$ cat config.mk
export PLATFORM = sky130hd
export DESIGN_NAME = axis_bram_peer
export DESIGN_NICKNAME = d
export VERILOG_FILES = /design/src/rtl/axis_bram_peer.sv
export SDC_FILE = /design/constraint.sdc
export NUM_CORES = 1
export LEC_CHECK = 0
export ABC_CLOCK_PERIOD_IN_PS = 4700
export CAP_MARGIN = 20
export CELL_PAD_IN_SITES_DETAIL_PLACEMENT = 1
export CELL_PAD_IN_SITES_GLOBAL_PLACEMENT = 2
export CORE_ASPECT_RATIO = 0.8
export CORE_MARGIN = 3
export CORE_UTILIZATION = 35
export DETAILED_ROUTE_END_ITERATION = 10
export DONT_BUFFER_PORTS = 1
export PLACE_DENSITY = 0.88
export REMOVE_ABC_BUFFERS = 1
export SETUP_SLACK_MARGIN = 0.3
export SLEW_MARGIN = 10
export SYNTH_ARGS = -nofsm -noshare
export SYNTH_HDL_FRONTEND = slang
export SYNTH_SLANG_ARGS = --single-unit
$ cat constraint.sdc
create_clock -name clk -period 4.7 [get_ports clk]
set_input_delay 0.94 -clock clk [delete_from_list [all_inputs] [get_ports clk]]
set_output_delay 0.94 -clock clk [all_outputs]
set_load 0.01 [all_outputs]
$ cat src/rtl/axis_bram_peer.sv
// Traffic peer for the AXIS/BRAM bridge: sends a counting frame, requests read-back, checks the echo.
// Optional LFSR-driven stream throttling is enabled by defining AXIS_BRAM_PEER_BACKPRESSURE_EN.
module axis_bram_peer #(
  parameter int C_DATA_WIDTH = 64,
  parameter int C_LEN_WIDTH  = 12,
  parameter int C_FLUSH_GAP  = 8,
  parameter int C_TIMEOUT    = 1024
) (
  input  logic                      clk,
  input  logic                      reset_n,
  input  logic                      start,
  input  logic [C_LEN_WIDTH-1:0]    len,
  input  logic [C_DATA_WIDTH-1:0]   base,
  output logic                      rb_start,
  output logic [C_LEN_WIDTH-1:0]    rb_index,
  output logic [C_LEN_WIDTH-1:0]    rb_length,
  output logic                      busy,
  output logic                      done,
  output logic                      pass,
  output logic                      timeout,
  output logic [15:0]               err_count,
  output logic                      m_axis_tvalid,
  input  logic                      m_axis_tready,
  output logic [C_DATA_WIDTH-1:0]   m_axis_tdata,
  output logic [C_DATA_WIDTH/8-1:0] m_axis_tstrb,
  output logic                      m_axis_tlast,
  input  logic                      s_axis_tvalid,
  output logic                      s_axis_tready,
  input  logic [C_DATA_WIDTH-1:0]   s_axis_tdata,
  input  logic [C_DATA_WIDTH/8-1:0] s_axis_tstrb,
  input  logic                      s_axis_tlast
);
  localparam int GW = $clog2(C_FLUSH_GAP + 1);
  localparam int TW = $clog2(C_TIMEOUT + 1);
  localparam logic [C_LEN_WIDTH-1:0] LEN_ONE = 1;
  localparam logic [GW-1:0]          GAP_ONE = 1;
  localparam logic [TW-1:0]          WD_ONE  = 1;

  typedef enum logic [1:0] {IDLE, TX, GAP, RX} state_t;
  state_t state, state_nx;

  logic [C_LEN_WIDTH-1:0]  len_q, tx_cnt, rx_cnt;
  logic [C_DATA_WIDTH-1:0] base_q, rx_exp;
  logic [GW-1:0]           gap_cnt;
  logic [TW-1:0]           wd_cnt;
  logic tx_hold, tx_throttle, rx_throttle;
  logic tx_hs, rx_hs, tx_last, rx_last, start_ok, gap_end, wd_fire;
  logic data_bad, last_bad;
  logic [16:0] err_sum;
  logic [15:0] err_nx;
  logic unused_tstrb;

`ifdef AXIS_BRAM_PEER_BACKPRESSURE_EN
  logic [7:0] lfsr;
  always_ff @(posedge clk or negedge reset_n) begin
    if (!reset_n) lfsr <= 8'hA5;
    else          lfsr <= {lfsr[6:0], lfsr[7] ^ lfsr[5] ^ lfsr[4] ^ lfsr[3]};
  end
  assign tx_throttle = lfsr[0];
  assign rx_throttle = lfsr[1];
`else
  assign tx_throttle = 1'b0;
  assign rx_throttle = 1'b0;
`endif

  assign unused_tstrb = ^s_axis_tstrb;

  // A presented beat stays up through throttling until it is accepted.
  assign m_axis_tvalid = (state == TX) && (tx_hold || !tx_throttle);
  assign m_axis_tdata  = base_q + C_DATA_WIDTH'(tx_cnt);
  assign m_axis_tlast  = tx_last;
  assign m_axis_tstrb  = '1;
  assign s_axis_tready = (state == RX) && !rx_throttle;
  assign rb_index      = '0;
  assign rb_length     = len_q;
  assign busy          = (state != IDLE);

  assign tx_hs    = m_axis_tvalid && m_axis_tready;
  assign rx_hs    = s_axis_tvalid && s_axis_tready;
  assign tx_last  = (tx_cnt == len_q - LEN_ONE);
  assign rx_last  = (rx_cnt == len_q - LEN_ONE);
  assign start_ok = start && !done;
  assign gap_end  = (gap_cnt == GW'(C_FLUSH_GAP - 1));
  assign wd_fire  = (wd_cnt == TW'(C_TIMEOUT - 1)) && !rx_hs;

  assign rx_exp   = base_q + C_DATA_WIDTH'(rx_cnt);
  assign data_bad = (s_axis_tdata != rx_exp);
  assign last_bad = (s_axis_tlast != rx_last);
  assign err_sum  = {1'b0, err_count} + {16'd0, data_bad} + {16'd0, last_bad};
  assign err_nx   = err_sum[16] ? 16'hFFFF : err_sum[15:0];

  always_comb begin
    state_nx = state;
    case (state)
      IDLE:    if (start_ok && len != '0) state_nx = TX;
      TX:      if (tx_hs && tx_last) state_nx = GAP;
      GAP:     if (gap_end) state_nx = RX;
      RX:      if ((rx_hs && rx_last) || wd_fire) state_nx = IDLE;
      default: state_nx = IDLE;
    endcase
  end

  always_ff @(posedge clk or negedge reset_n) begin
    if (!reset_n) state <= IDLE;
    else          state <= state_nx;
  end

  always_ff @(posedge clk or negedge reset_n) begin
    if (!reset_n) tx_hold <= 1'b0;
    else          tx_hold <= m_axis_tvalid && !m_axis_tready;
  end

  always_ff @(posedge clk or negedge reset_n) begin
    if (!reset_n) begin
      len_q     <= '0;
      base_q    <= '0;
      tx_cnt    <= '0;
      rx_cnt    <= '0;
      gap_cnt   <= '0;
      wd_cnt    <= '0;
      err_count <= '0;
      pass      <= 1'b0;
      timeout   <= 1'b0;
      done      <= 1'b0;
      rb_start  <= 1'b0;
    end else begin
      done     <= 1'b0;
      rb_start <= 1'b0;
      case (state)
        IDLE: if (start_ok) begin
          err_count <= '0;
          timeout   <= 1'b0;
          if (len == '0) begin
            done <= 1'b1;
            pass <= 1'b1;
          end else begin
            pass    <= 1'b0;
            len_q   <= len;
            base_q  <= base;
            tx_cnt  <= '0;
            rx_cnt  <= '0;
            gap_cnt <= '0;
          end
        end
        TX: if (tx_hs) tx_cnt <= tx_cnt + LEN_ONE;
        GAP: begin
          gap_cnt <= gap_cnt + GAP_ONE;
          if (gap_end) begin
            rb_start <= 1'b1;
            wd_cnt   <= '0;
          end
        end
        RX: begin
          if (rx_hs) begin
            err_count <= err_nx;
            rx_cnt    <= rx_cnt + LEN_ONE;
            wd_cnt    <= '0;
            if (rx_last) begin
              done <= 1'b1;
              pass <= (err_nx == 16'd0);
            end
          end else if (wd_fire) begin
            done    <= 1'b1;
            pass    <= 1'b0;
            timeout <= 1'b1;
          end else begin
            wd_cnt <= wd_cnt + WD_ONE;
          end
        end
        default: ;
      endcase
    end
  end
endmodule
# After elaboration in Yosys (flattened, before gate mapping)
# Cells that the tools add are included.
# word_totals
latch_bits,0
regBits,137
memories,0
ramBits,0
in_bits,154
out_inout_bits,120
rom_bits,0
word_cells,111
# classes
n_bitwise,1
reduce_logical,28
n_mux,39
div_mod_pow,0
order_cmp,0
multipliers,0
shifts,0
eq_ne,22
add_sub_neg,9
# op_table
operator,count
64-bit by 12-bit adder with 64-bit output,2
64-bit != test,1
12-bit 2-to-1 mux,4
16-bit 2-to-1 mux,3
12-bit case mux with 2 select lines,2
11-bit 2-to-1 mux,3
16-bit case mux with 2 select lines,1
"12-bit by 1-bit adder with 12-bit output, second input constant",2
12-bit equality test,2
11-bit case mux with 2 select lines,1
4-bit AND reduction,5
16-bit by 1-bit adder with 17-bit output,1
17-bit by 1-bit adder with 17-bit output,1
16-bit logical NOT,1
1-bit 2-to-1 mux,14
12-bit logical NOT,1
3-bit AND reduction,4
12-bit nonzero test,1
"12-bit by 1-bit subtractor with 12-bit output, second input constant",1
"11-bit by 1-bit adder with 11-bit output, second input constant",1
"11-bit by 10-bit equality test with 1-bit output, second input constant",1
"2-bit by 1-bit != test with 1-bit output, second input constant",5
"2-bit != test, second input constant",5
2-bit nonzero test,5
other kinds (18),32

# Depth between registers and ports, before layout
# Gate-level depths: netlist of run 1.
# logic_depth
ltp_word,9
mapped_depth,24
mapped_depth_nobuf,23

# Worst setup path before layout of run 1
# OpenSTA, ideal clock, no wires.
# synth_path
path_type,reg2reg
startpoint,register rx_cnt[0]
endpoint,register pass
path_buffers,0
stages_incl_launch_ff,24
period_less_slack_ns,5.183
slack_ns,-0.483
arrival_ns,5.106
setup_ns,0.077
required_time_ns,4.623
cell_sequence,dfrtp_1 -> ha_1 -> fa_1 -> a21oi_1 -> o211a_1 -> or3b_4 -> a2111oi_2 -> mux2_2 -> nand2_1 -> o211ai_1 -> o2111a_1 -> and4_1 -> fa_1 -> inv_1 -> ha_1 -> nand3_1 -> nor4_1 -> and3_1 -> mux2i_1 -> nand2_1 -> nor3_1 -> a41o_1 -> mux2i_1 -> a21oi_1
# synth_between
elab_chain_len,9
word_cells_on_any_way,13
classes_between,add/sub: 3; eq/ne: 4; mux: 4; reduce/logical: 2
# synth_lines
item,line,text
start: declaration,42,"logic [C_LEN_WIDTH-1:0] len_q, tx_cnt, rx_cnt;"
start signal: assignment,156,rx_cnt <= rx_cnt + LEN_ONE;
64-bit by 12-bit adder with 64-bit output,86,assign rx_exp = base_q + C_DATA_WIDTH'(rx_cnt);
64-bit != test,87,assign data_bad = (s_axis_tdata != rx_exp);
16-bit by 1-bit adder with 17-bit output,89,"assign err_sum = {1'b0, err_count} + {16'd0, data_bad} + {16'd0, last_bad};"
17-bit by 1-bit adder with 17-bit output,89,
16-bit 2-to-1 mux,90,assign err_nx = err_sum[16] ? 16'hFFFF : err_sum[15:0];
16-bit logical NOT,160,pass <= (err_nx == 16'd0);
1-bit 2-to-1 mux,158,if (rx_last) begin
1-bit 2-to-1 mux,154,if (rx_hs) begin
1-bit case mux with 2 select lines,129,case (state)
end signal: assignment,160,
end: declaration,19,"output logic pass,"
# Several ways; a longest one is shown, not always the timed one. The select of a mux whose other input is x is not followed.
# A chain may end at the register's enable or synchronous reset.

# Worst setup path after layout of run 1
# Ends and elaborated chain as after synthesis.

==> flow_summary.json, run 1 <==
{
  "period_share": 1.12,
  "drive_gt1_frac": 0.356,
  "vias": 11482,
  "synth_ff_type": "dfrtp_1",
  "final_common_cell": "buf_4",
  "avgRoutedWirePerCell_um": 25.8,
  "cap_viol_max_count": 0,
  "io_pins": 274,
  "multi_input_area_um2": 8160,
  "root_buffer": "clkbuf_16",
  "syn_inst": 1287,
  "status": "complete, but fails checks",
  "place_inst": 1935,
  "nFillCells": 3668,
  "peakVddDrop_uv": 265,
  "finalNetCount": 1763,
  "setup_slack_ns": -0.571,
  "slowest_delay_ns": 0.46,
  "antenna_found_initial": 8,
  "gp_congestion": 1.01,
  "grt_remaining_overflow": 0,
  "critical_path_class": "flop to flop",
  "async_flop_share": 1.00,
  "place_area_um2": 13600,
  "min_path_type": "input port to asynchronous set/reset pin",
  "synth-edff-count": 0,
  "syn2layout_area_growth_pct": 37.5,
  "ys_seq_area_frac": 0.304,
  "clock_skew_ns": 0.0146,
  "max-slew-margin-rel": 0.436,
  "tightest_slew_ns": 0.843,
  "final_cell_mix": "304 x buf_4, 136 x dfrtp_1, 101 x nand2_1",
  "total_power_mw": 8.95,
  "synthTopCellsByArea": "dfrtp_1 30%, xnor2_1 9.0%, xor2_1 7.2%, mux2_2 6.9%, ha_1 3.8%",
  "initial_core_util": 0.357,
  "path_buf_inv": 4,
  "fp-row-count": 58,
  "vias_per_cell": 5.73,
  "dieWidth_um": 207,
  "stdcell_count": 2005,
  "yosys_warnings": 0,
  "coreArea_um2": 31600,
  "drcViolationCount": 0,
  "holdWs_ns": 0.190,
  "grt_pass1_wl_um": 75400,
  "cts_buffers": 17,
  "ant_nets": 0,
  "max_freq_mhz": 190,
  "clkTransAtPathRegs_ns": 0.07,
  "drtIter0Drc": 876,
  "hold_viol": 0,
  "yosys.area.top_type": "dfrtp_1",
  "clockBufferDepth": 2,
  "required_ns": 5.06,
  "antennaDiodeCount": 0,
  "port-buffer-count": 0,
  "regArea_um2": 3430,
  "grt_usage": 0.290,
  "final_util": 0.490,
  "grt_max_degree": 138,
  "rsz0062_at_grt": "true",
  "clk_latency_ns": 0.45,
  "clkSinkCount": 137,
  "drtPass1Iterations": 5,
  "power.leakage_nw": 6.65,
  "grt_pass1_vias": 11870,
  "finalSetupViolCount": 15,
  "cp_top_family": "simple AND/OR/NAND/NOR gates",
  "start_kind": "flop",
  "ys_types": 78,
  "synth_seq_cells": 137,
  "cts_tree": "built",
  "die_area_um2": 34400,
  "synth_top_area_frac": 0.304,
  "arrival_ns": 5.63,
  "avgSynthCellArea_um2": 8.75,
  "drt-total-wl_um": 51700,
  "netlist_area_um2": 11300,
  "design_area_um2": 15500,
  "period_minus_slack_ns": 5.27,
  "power_density_nw_per_um2": 578,
  "cp-end-kind": "flop",
  "place_hpwl_um": 39600,
  "violations": "negative setup slack",
  "crit_fanout": 3,
  "htree_levels": 4,
  "die_h_um": 166,
  "drv_slew": 0,
  "cp_slowest_cell": "or3b_4"
}
-- cell families (layout without fill, tap and decap cells) --
logic type	after synthesis	in the layout	share of synthesized area
xor+xnor	208	208	0.162
buf+inv	116	396	0.0503
compound gates	214	214	0.124
fa+ha+maj	37	37	0.0431
mux	85	85	0.0833
simple gates	488	488	0.232
flops	137	137	0.304
other cells	2	20	0.000667
-- cell usage after synthesis (all sizes together), types with 9 or more instances --
| cell type | instances |
|---|---|
| xor2 | 92 |
| a21oi | 49 |
| and3 | 30 |
| nand4 | 48 |
| a31oi | 11 |
| or3 | 17 |
| and2 | 10 |
| clkbuf | 30 |
| inv | 38 |
| nor2 | 88 |
| a22o | 10 |
| nor3 | 47 |
| xnor2 | 116 |
| ha | 34 |
| nand2b | 12 |
| buf | 48 |
| nor2b | 9 |
| a211oi | 12 |
| and4 | 10 |
| nand3 | 57 |
| mux2i | 15 |
| dfrtp | 137 |
| o21ai | 68 |
| mux2 | 70 |
| nand2 | 108 |
| nor4 | 26 |
-- routing by layer --
metal	part of all wire	wire length, um	track usage
met4	0.015	776	0.0619
met3	0.098	5040	0.0924
met5	0.00083	43	0
met1	0.44	22700	0.409
met2	0.45	23100	0.436
-- area by class of cell --
class                           instances  share of cell area
Sequential cell                       137               0.222
Multi-Input combinational cell       1052               0.527
Clock inverter                         13              0.0141
Tap cell                              420              0.0340
Timing Repair Buffer                  326               0.166
Inverter                               38             0.00922
Clock buffer                           19              0.0280
-- worst register-to-register path: stages, from the launching register on --
cell	delay [ns]
dfrtp_1	0.42
ha_4	0.18
fa_2	0.24
a21oi_4	0.08
o211a_1	0.25
or3b_4	0.46
buf_12	0.16
a2111oi_4	0.29
xnor2_1	0.13
nor4_2	0.38
nand4_1	0.18
nor4_2	0.27
buf_4	0.16
and4_4	0.25
fa_2	0.22
inv_2	0.06
ha_4	0.16
nand3_4	0.11
nor3_4	0.05
buf_6	0.13
xnor2_2	0.13
nor3_2	0.19
nor4bb_4	0.25
a41o_1	0.22
mux2i_1	0.07
a21oi_1	0.13
-- state kept, by name, summed over array words and instances, names as in the netlist --
name,count
base_q,64
err_count,16
rb_length,12
rx_cnt,12
tx_cnt,12
wd_cnt,11
gap_cnt,4
state,2
done,1
pass,1
rb_start,1
timeout,1
-- per-stage QoR --
step / setup slack (ns) / TNS (ns)
floorplan: -2.66 / -204.52
global placement: -0.621 / -4.97
detailed placement: -0.872 / -9.91
CTS: -0.471 / -3.02
global route: -0.830 / -8.15
finish: -0.571 / -4.89
-- worst paths after layout --
check                      slack (ns)  cells after the start        from         end
max reg2reg                     -0.57                     25   rx_cnt[0]        pass
max in group asynchronous        4.31                      0     reset_n   base_q[1]
min in group clk                 0.53                      1  wd_cnt[10]  wd_cnt[10]
min                              0.19                      0     reset_n   wd_cnt[0]
max                             -0.57                     25   rx_cnt[0]        pass
min reg2reg                      0.53                      1  wd_cnt[10]  wd_cnt[10]
-- power breakdown --
part | total, mW | switching, mW | internal, mW
clock | 1.57 | 0.616 | 0.949
combinational | 5.33 | 3.00 | 2.33
sequential | 2.05 | 0.474 | 1.58
-- repair_timing --
| action | CTS | global route |
|---|---|---|
| hold buffers | 0 | 0 |
| pin swaps | 48 | 54 |
| gates cloned | 1 | 1 |
| gates resized for setup | 103 | 78 |
| setup endpoints to repair | 45 | 55 |
| setup buffers | 23 | 12 |
No activity file was read; power rests on OpenSTA's default activity.
==> run 2: changes to the inputs <==
- CORE_MARGIN: 3 -> 2
==> run 2 against run 1 <==
Effect of this change:
- the flow still finishes with violations (negative setup slack)
- utilization shrank 1.4 points
- via count fell by 1.9%
- clock power decreased by 6%
- final cell count decreased by 0.70%
- register-to-register slack better by 0.15 ns
- design area decreased by 2.8%
- die area is 2.2% lower
- non-clock buffer count shrank 16
- first-iteration DRC count shrank 13%
==> flow_summary.json, run 2 (synthesis results as in run 1) <==
{
  "drt-total-wl_um": 49400,
  "period_share": 1.09,
  "max_freq_mhz": 195,
  "design_area_um2": 15100,
  "cap_viol_max_count": 0,
  "fp-row-count": 58,
  "place_hpwl_um": 38800,
  "total_power_mw": 8.76,
  "top_register": "base_q",
  "tightest_slew_ns": 1.12,
  "largest_reg_flops": 64,
  "min_path_type": "input port to asynchronous set/reset pin",
  "cts_buffers": 17,
  "violations": "negative setup slack",
  "grt_max_degree": 138,
  "vias_per_cell": 5.65,
  "timing.rr.start": "rx_cnt[0]",
  "grt_pass1_wl_um": 73100,
  "critPathCapture": "pass",
  "critical_path_class": "flop to flop",
  "drive_gt1_frac": 0.340,
  "peakVddDrop_uv": 216,
  "gp_congestion": 0.985,
  "io_pins": 274,
  "crit_start": "rx_cnt[0]",
  "die_area_um2": 33600,
  "final_cell_mix": "301 x buf_4, 134 x dfrtp_1, 108 x xnor2_1",
  "hold_buffers": 0,
  "antenna_found_initial": 3,
  "clock_skew_ns": 0.0212,
  "drtPass1Iterations": 5,
  "place_area_um2": 13600,
  "nFillCells": 3640,
  "clkSinkCount": 137,
  "coreArea_um2": 31600,
  "crit_fanout": 6,
  "required_ns": 5.06,
  "syn2layout_area_growth_pct": 33.7,
  "ant_nets": 0,
  "arrival_ns": 5.49,
  "reg_top3": "base_q: 64 flops, err_count: 16 flops",
  "r2r_slack_ns": -0.42,
  "final_common_cell": "buf_4",
  "rr_worst_depth": 26,
  "drv_slew": 0,
  "regToRegEndpoint": "pass",
  "power_density_nw_per_um2": 582,
  "cp-end-kind": "flop",
  "grt_remaining_overflow": 0,
  "start_kind": "flop",
  "die_h_um": 164,
  "p_sw_frac": 0.458,
  "drcViolationCount": 0,
  "clockBufferDepth": 2,
  "intPower_mw": 4.75,
  "cp_slowest_cell": "or3b_4",
  "clkTransAtPathRegs_ns": 0.07,
  "seqPwrFrac": 0.234,
  "power_frac_comb": 0.598,
  "grt_usage": 0.291,
  "drtIter0Drc": 765,
  "dieWidth_um": 205,
  "grt_pass1_vias": 11903,
  "root_buffer": "clkbuf_16",
  "vias": 11259,
  "path_buf_inv": 4,
  "setup_slack_ns": -0.425,
  "status": "complete, but fails checks",
  "htree_levels": 4,
  "hold_viol": 0,
  "max-slew-margin-rel": 0.249,
  "clk_latency_ns": 0.45,
  "avgRoutedWirePerCell_um": 24.8,
  "rsz0062_at_grt": "true",
  "period_minus_slack_ns": 5.12,
  "finalSetupViolCount": 12,
  "p_switching_mw": 4.02,
  "initial_core_util": 0.357,
  "p_clk_frac": 0.168,
  "critical_path_cell_count": 26,
  "finalNetCount": 1747,
  "cp_top_family": "simple AND/OR/NAND/NOR gates",
  "cts_tree": "built",
  "port-buffer-count": 0,
  "slowest_delay_ns": 0.42,
  "power.leakage_nw": 6.45
}
run 2: repair_timing:
item,4_1_cts,5_1_grt
hold endpoints to repair,0,0
pin swaps,27,29
endpoints found under the setup margin,47,64
setup buffers,12,6
resized for setup,93,50
cloned,1,0
run 2: metrics by stage:
step | utilization | setup TNS (ns) | worst slack, ns | hold WS, ns | std cells
finish | 0.477 | -3.56 | -0.425 | 0.178 | 1991
global route | 0.477 | -6.15 | -0.639 | 0.160 | 1989
CTS | 0.468 | -2.71 | -0.377 | 0.169 | 1982
detailed placement | 0.432 | -8.35 | -0.775 | 0.491 | 1937
global placement | 0.432 | -5.97 | -0.591 | 0.484 | 1937
floorplan | - | -204.52 | -2.66 | 0.465 | 1227
run 2: final cells by class:
class | count | area, um^2 | share of cell area
well taps | 420 | 526 | 0.0349
clock buffers | 19 | 443 | 0.0294
flip-flops and latches | 137 | 3430 | 0.228
repair buffers | 310 | 2390 | 0.159
multi-input cells | 1052 | 7950 | 0.528
diodes | 2 | 5.00 | 0.000333
inverters | 38 | 143 | 0.00948
clock inverters | 13 | 166 | 0.0111
run 2: power groups by stage:
stage	Combinational [mW]	Clock [mW]	Sequential, mW
after global placement	4.76	0	1.99
final	5.24	1.47	2.05
after global routing	5.60	1.53	2.10
after CTS	5.08	1.48	2.03
after floorplan	2.56	0	2.13
after detailed placement	4.91	0	2.03
run 2: per-layer routing:
| layer | wire (um) | global-route usage | share of wire | vias to the layer above |
|---|---|---|---|---|
| met3 | 4680 | 0.0955 | 0.095 | 47 |
| met4 | 1030 | 0.0774 | 0.021 | 4 |
| met5 | 27 | 0 | 0.00055 | - |
| met2 | 21700 | 0.437 | 0.44 | 402 |
| met1 | 21900 | 0.400 | 0.44 | 5691 |
| li1 | - | - | - | 5115 |
run 2: worst register-to-register path: stages, from the launching register on:
cell and delay (ns):
dfrtp_1 0.36, ha_2 0.21, fa_2 0.22, a21oi_2 0.07
o211a_1 0.24, or3b_4 0.42, buf_6 0.16, buf_6 0.12
a211oi_4 0.26, mux2i_2 0.12, nor4_4 0.26, nand4_1 0.22
nor4_4 0.37, and4_4 0.30, fa_2 0.22, inv_2 0.05
ha_4 0.16, nand3_4 0.12, nor4_4 0.05, and3_4 0.22
buf_6 0.12, nand3_4 0.09, nand2_4 0.06, nor3_2 0.19
a41o_1 0.21, mux2i_1 0.08, a21oi_1 0.16
run 2: worst min-delay path by stage:
stage	from	slack (ns)	depth (start not counted)	endpoint
after floorplan	wd_cnt[10]	0.47	1	wd_cnt[10]
after global placement	wd_cnt[10]	0.48	1	wd_cnt[10]
after detailed placement	wd_cnt[10]	0.49	1	wd_cnt[10]
after CTS	reset_n	0.17	0	err_count[2]
after global routing	reset_n	0.16	0	wd_cnt[3]
final	reset_n	0.18	0	wd_cnt[5]
==> run 3: changes to the inputs <==
- ABC_CLOCK_PERIOD_IN_PS: 4700 -> 6300
- CORE_UTILIZATION: 35 -> 40
- PLACE_DENSITY: 0.88 -> 0.94
- clock period: 4.7 -> 6.3 ns (I/O delays scaled with it)
==> run 3 against run 2 <==
Effect of this change:
- the flow now finishes without violations
- critical path depth shrank 2
- non-clock buffer count fell by 281
- maximum frequency down 11%
- design area fell by 18%
- critical path type unchanged
==> flow_summary.json, run 3 (synthesis results as in run 1) <==
{
  "power_frac_comb": 0.470,
  "htree_levels": 4,
  "drv_slew": 0,
  "peakVddDrop_uv": 206,
  "required_ns": 6.59,
  "grt_remaining_overflow": 0,
  "coreArea_um2": 27500,
  "rsz0062_at_grt": "false",
  "total_power_mw": 5.58,
  "drt-total-wl_um": 42300,
  "critical_path_class": "flop to flop",
  "arrival_ns": 6.06,
  "cts_buffers": 17,
  "cts_tree": "built",
  "period_minus_slack_ns": 5.77,
  "place_hpwl_um": 32700,
  "initial_core_util": 0.410,
  "hold_buffers": 0,
  "intPower_mw": 2.91,
  "reg_top3": "base_q: 64 flops, err_count: 16 flops",
  "clock_skew_ns": 0.0116,
  "min_path_type": "input port to asynchronous set/reset pin",
  "hold_viol": 0,
  "grt_max_degree": 138,
  "pre_cts_ws_ns": 0.154,
  "setup_slack_ns": 0.525,
  "io_pins": 274,
  "period_share": 0.917,
  "p_switching_mw": 2.68,
  "p_clk_frac": 0.204,
  "root_buffer": "clkbuf_16",
  "status": "finished, final reports clean",
  "final_common_cell": "dfrtp_1",
  "max_freq_mhz": 173,
  "power.leakage_nw": 4.93,
  "gp_congestion": 0.952,
  "final_cell_mix": "136 x dfrtp_1, 116 x xnor2_1, 107 x nand2_1",
  "die_area_um2": 29500,
  "tightest_slew_ns": 1.13,
  "drive_gt1_frac": 0.134,
  "cap_viol_max_count": 0,
  "clk_latency_ns": 0.44,
  "dieWidth_um": 192,
  "drtPass1Iterations": 5,
  "fp-row-count": 54,
  "port-buffer-count": 0,
  "finalNetCount": 1466,
  "finalSetupViolCount": 0,
  "vias": 10173,
  "die_h_um": 154,
  "syn2layout_area_growth_pct": 9.64,
  "p_sw_frac": 0.480,
  "drcViolationCount": 0,
  "clockBufferDepth": 2,
  "grt_pass1_wl_um": 62900,
  "start_kind": "flop",
  "top_register": "base_q",
  "grt_usage": 0.283,
  "worstPathCellList": "ha_1 -> fa_1 -> a21oi_2 -> o211a_1 -> or3b_4 -> a211oi_1 -> and3_1 -> nor4_2 -> nand4_1 -> nor4_4 -> and4_1 -> fa_1 -> inv_1 -> ha_1 -> nand3_1 -> buf_4 -> nor3_4 -> and3_1 -> nand3_1 -> o21a_1 -> o22ai_1 -> a41o_1 -> mux2i_1 -> a21oi_1",
  "clkSinkCount": 137,
  "clkTransAtPathRegs_ns": 0.07,
  "max-slew-margin-rel": 0.243,
  "drtIter0Drc": 878,
  "cp_slowest_cell": "dfrtp_2",
  "power_density_nw_per_um2": 452,
  "avgRoutedWirePerCell_um": 25.5,
  "largest_reg_flops": 64,
  "antenna_found_initial": 5,
  "cp-end-kind": "flop",
  "ant_nets": 0,
  "vias_per_cell": 6.14,
  "grt_pass1_vias": 10244,
  "slowest_delay_ns": 0.47,
  "crit_fanout": 12,
  "seqPwrFrac": 0.325
}
run 3: cell types whose count changed in the layout (fill, tap and decap cells not counted), moves of 7 or more:
| cell | previous run | this run |
|---|---|---|
| xnor2_2 | 8 | 0 |
| o21ai_0 | 51 | 65 |
| o21ai_2 | 7 | 0 |
| buf_4 | 301 | 28 |
| a21oi_2 | 12 | 2 |
| ha_1 | 25 | 33 |
| a21oi_1 | 37 | 47 |
| xnor2_1 | 108 | 116 |
| o21ai_1 | 10 | 3 |
run 3: worst paths after layout:
check                      startpoint             to  slack, ns  depth (start not counted)
setup / recovery            rx_cnt[0]           pass       0.53                         24
hold / removal                reset_n  err_count[11]       0.52                          0
setup reg to reg            rx_cnt[0]           pass       0.53                         24
hold reg to reg            wd_cnt[10]     wd_cnt[10]       0.54                          1
max in group asynchronous     reset_n     base_q[55]       5.58                          0
min in group clk           wd_cnt[10]     wd_cnt[10]       0.54                          1
run 3: worst max-delay path: cells and delay by family (launching register included):
kind / cells / cell delay, ns
AOI/OAI and AO/OA: 7 / 1.11
buffers and inverters: 2 / 0.24
DFF: 1 / 0.47
and+or+nand+nor: 10 / 2.49
muxes: 1 / 0.13
adders and majority gates: 4 / 1.16
run 3: power groups by stage:
stage               sequential [mW]  clock, mW  combinational (mW)
floorplan                      1.59          0                1.91
finish                         1.82       1.14                2.63
global route                   1.86       1.19                2.83
CTS                            1.79       1.15                2.57
global placement               1.78          0                2.46
detailed placement             1.80          0                2.55
run 3: timing repair:
action,in CTS,in global routing
gates resized for setup,3,17
endpoints found under the setup margin,3,13
setup buffers,0,3
pin swaps,0,4
endpoints found under the hold margin,0,0
run 3: final cells by class:
class,count,area (um^2)
Fill cell,3205,15200
Multi-Input combinational cell,1052,7450
Sequential cell,137,3430
Tap cell,364,455
Clock buffer,17,425
Timing Repair Buffer,29,218
Clock inverter,15,210
Inverter,38,143
Antenna cell,5,12.5
run 3: through the flow:
step / cell area (um^2) / utilization / hold slack, ns / cells / TNS [ns]
after floorplan: 10900 / - / 0.465 / 1227 / -102.62
after global placement: 11600 / 0.420 / 0.487 / 1616 / 0
after detailed placement: 11600 / 0.420 / 0.521 / 1616 / 0
after CTS: 12200 / 0.444 / 0.497 / 1648 / 0
after global routing: 12300 / 0.449 / 0.499 / 1652 / 0
final: 12300 / 0.449 / 0.516 / 1657 / 0
run 3: metal layers:
metal / routed length (um) / part of all wire / GRT usage
met5: 23 / 0.00054 / 0
met4: 784 / 0.019 / 0.0674
met3: 4460 / 0.11 / 0.0938
met2: 18700 / 0.44 / 0.424
met1: 18300 / 0.43 / 0.392
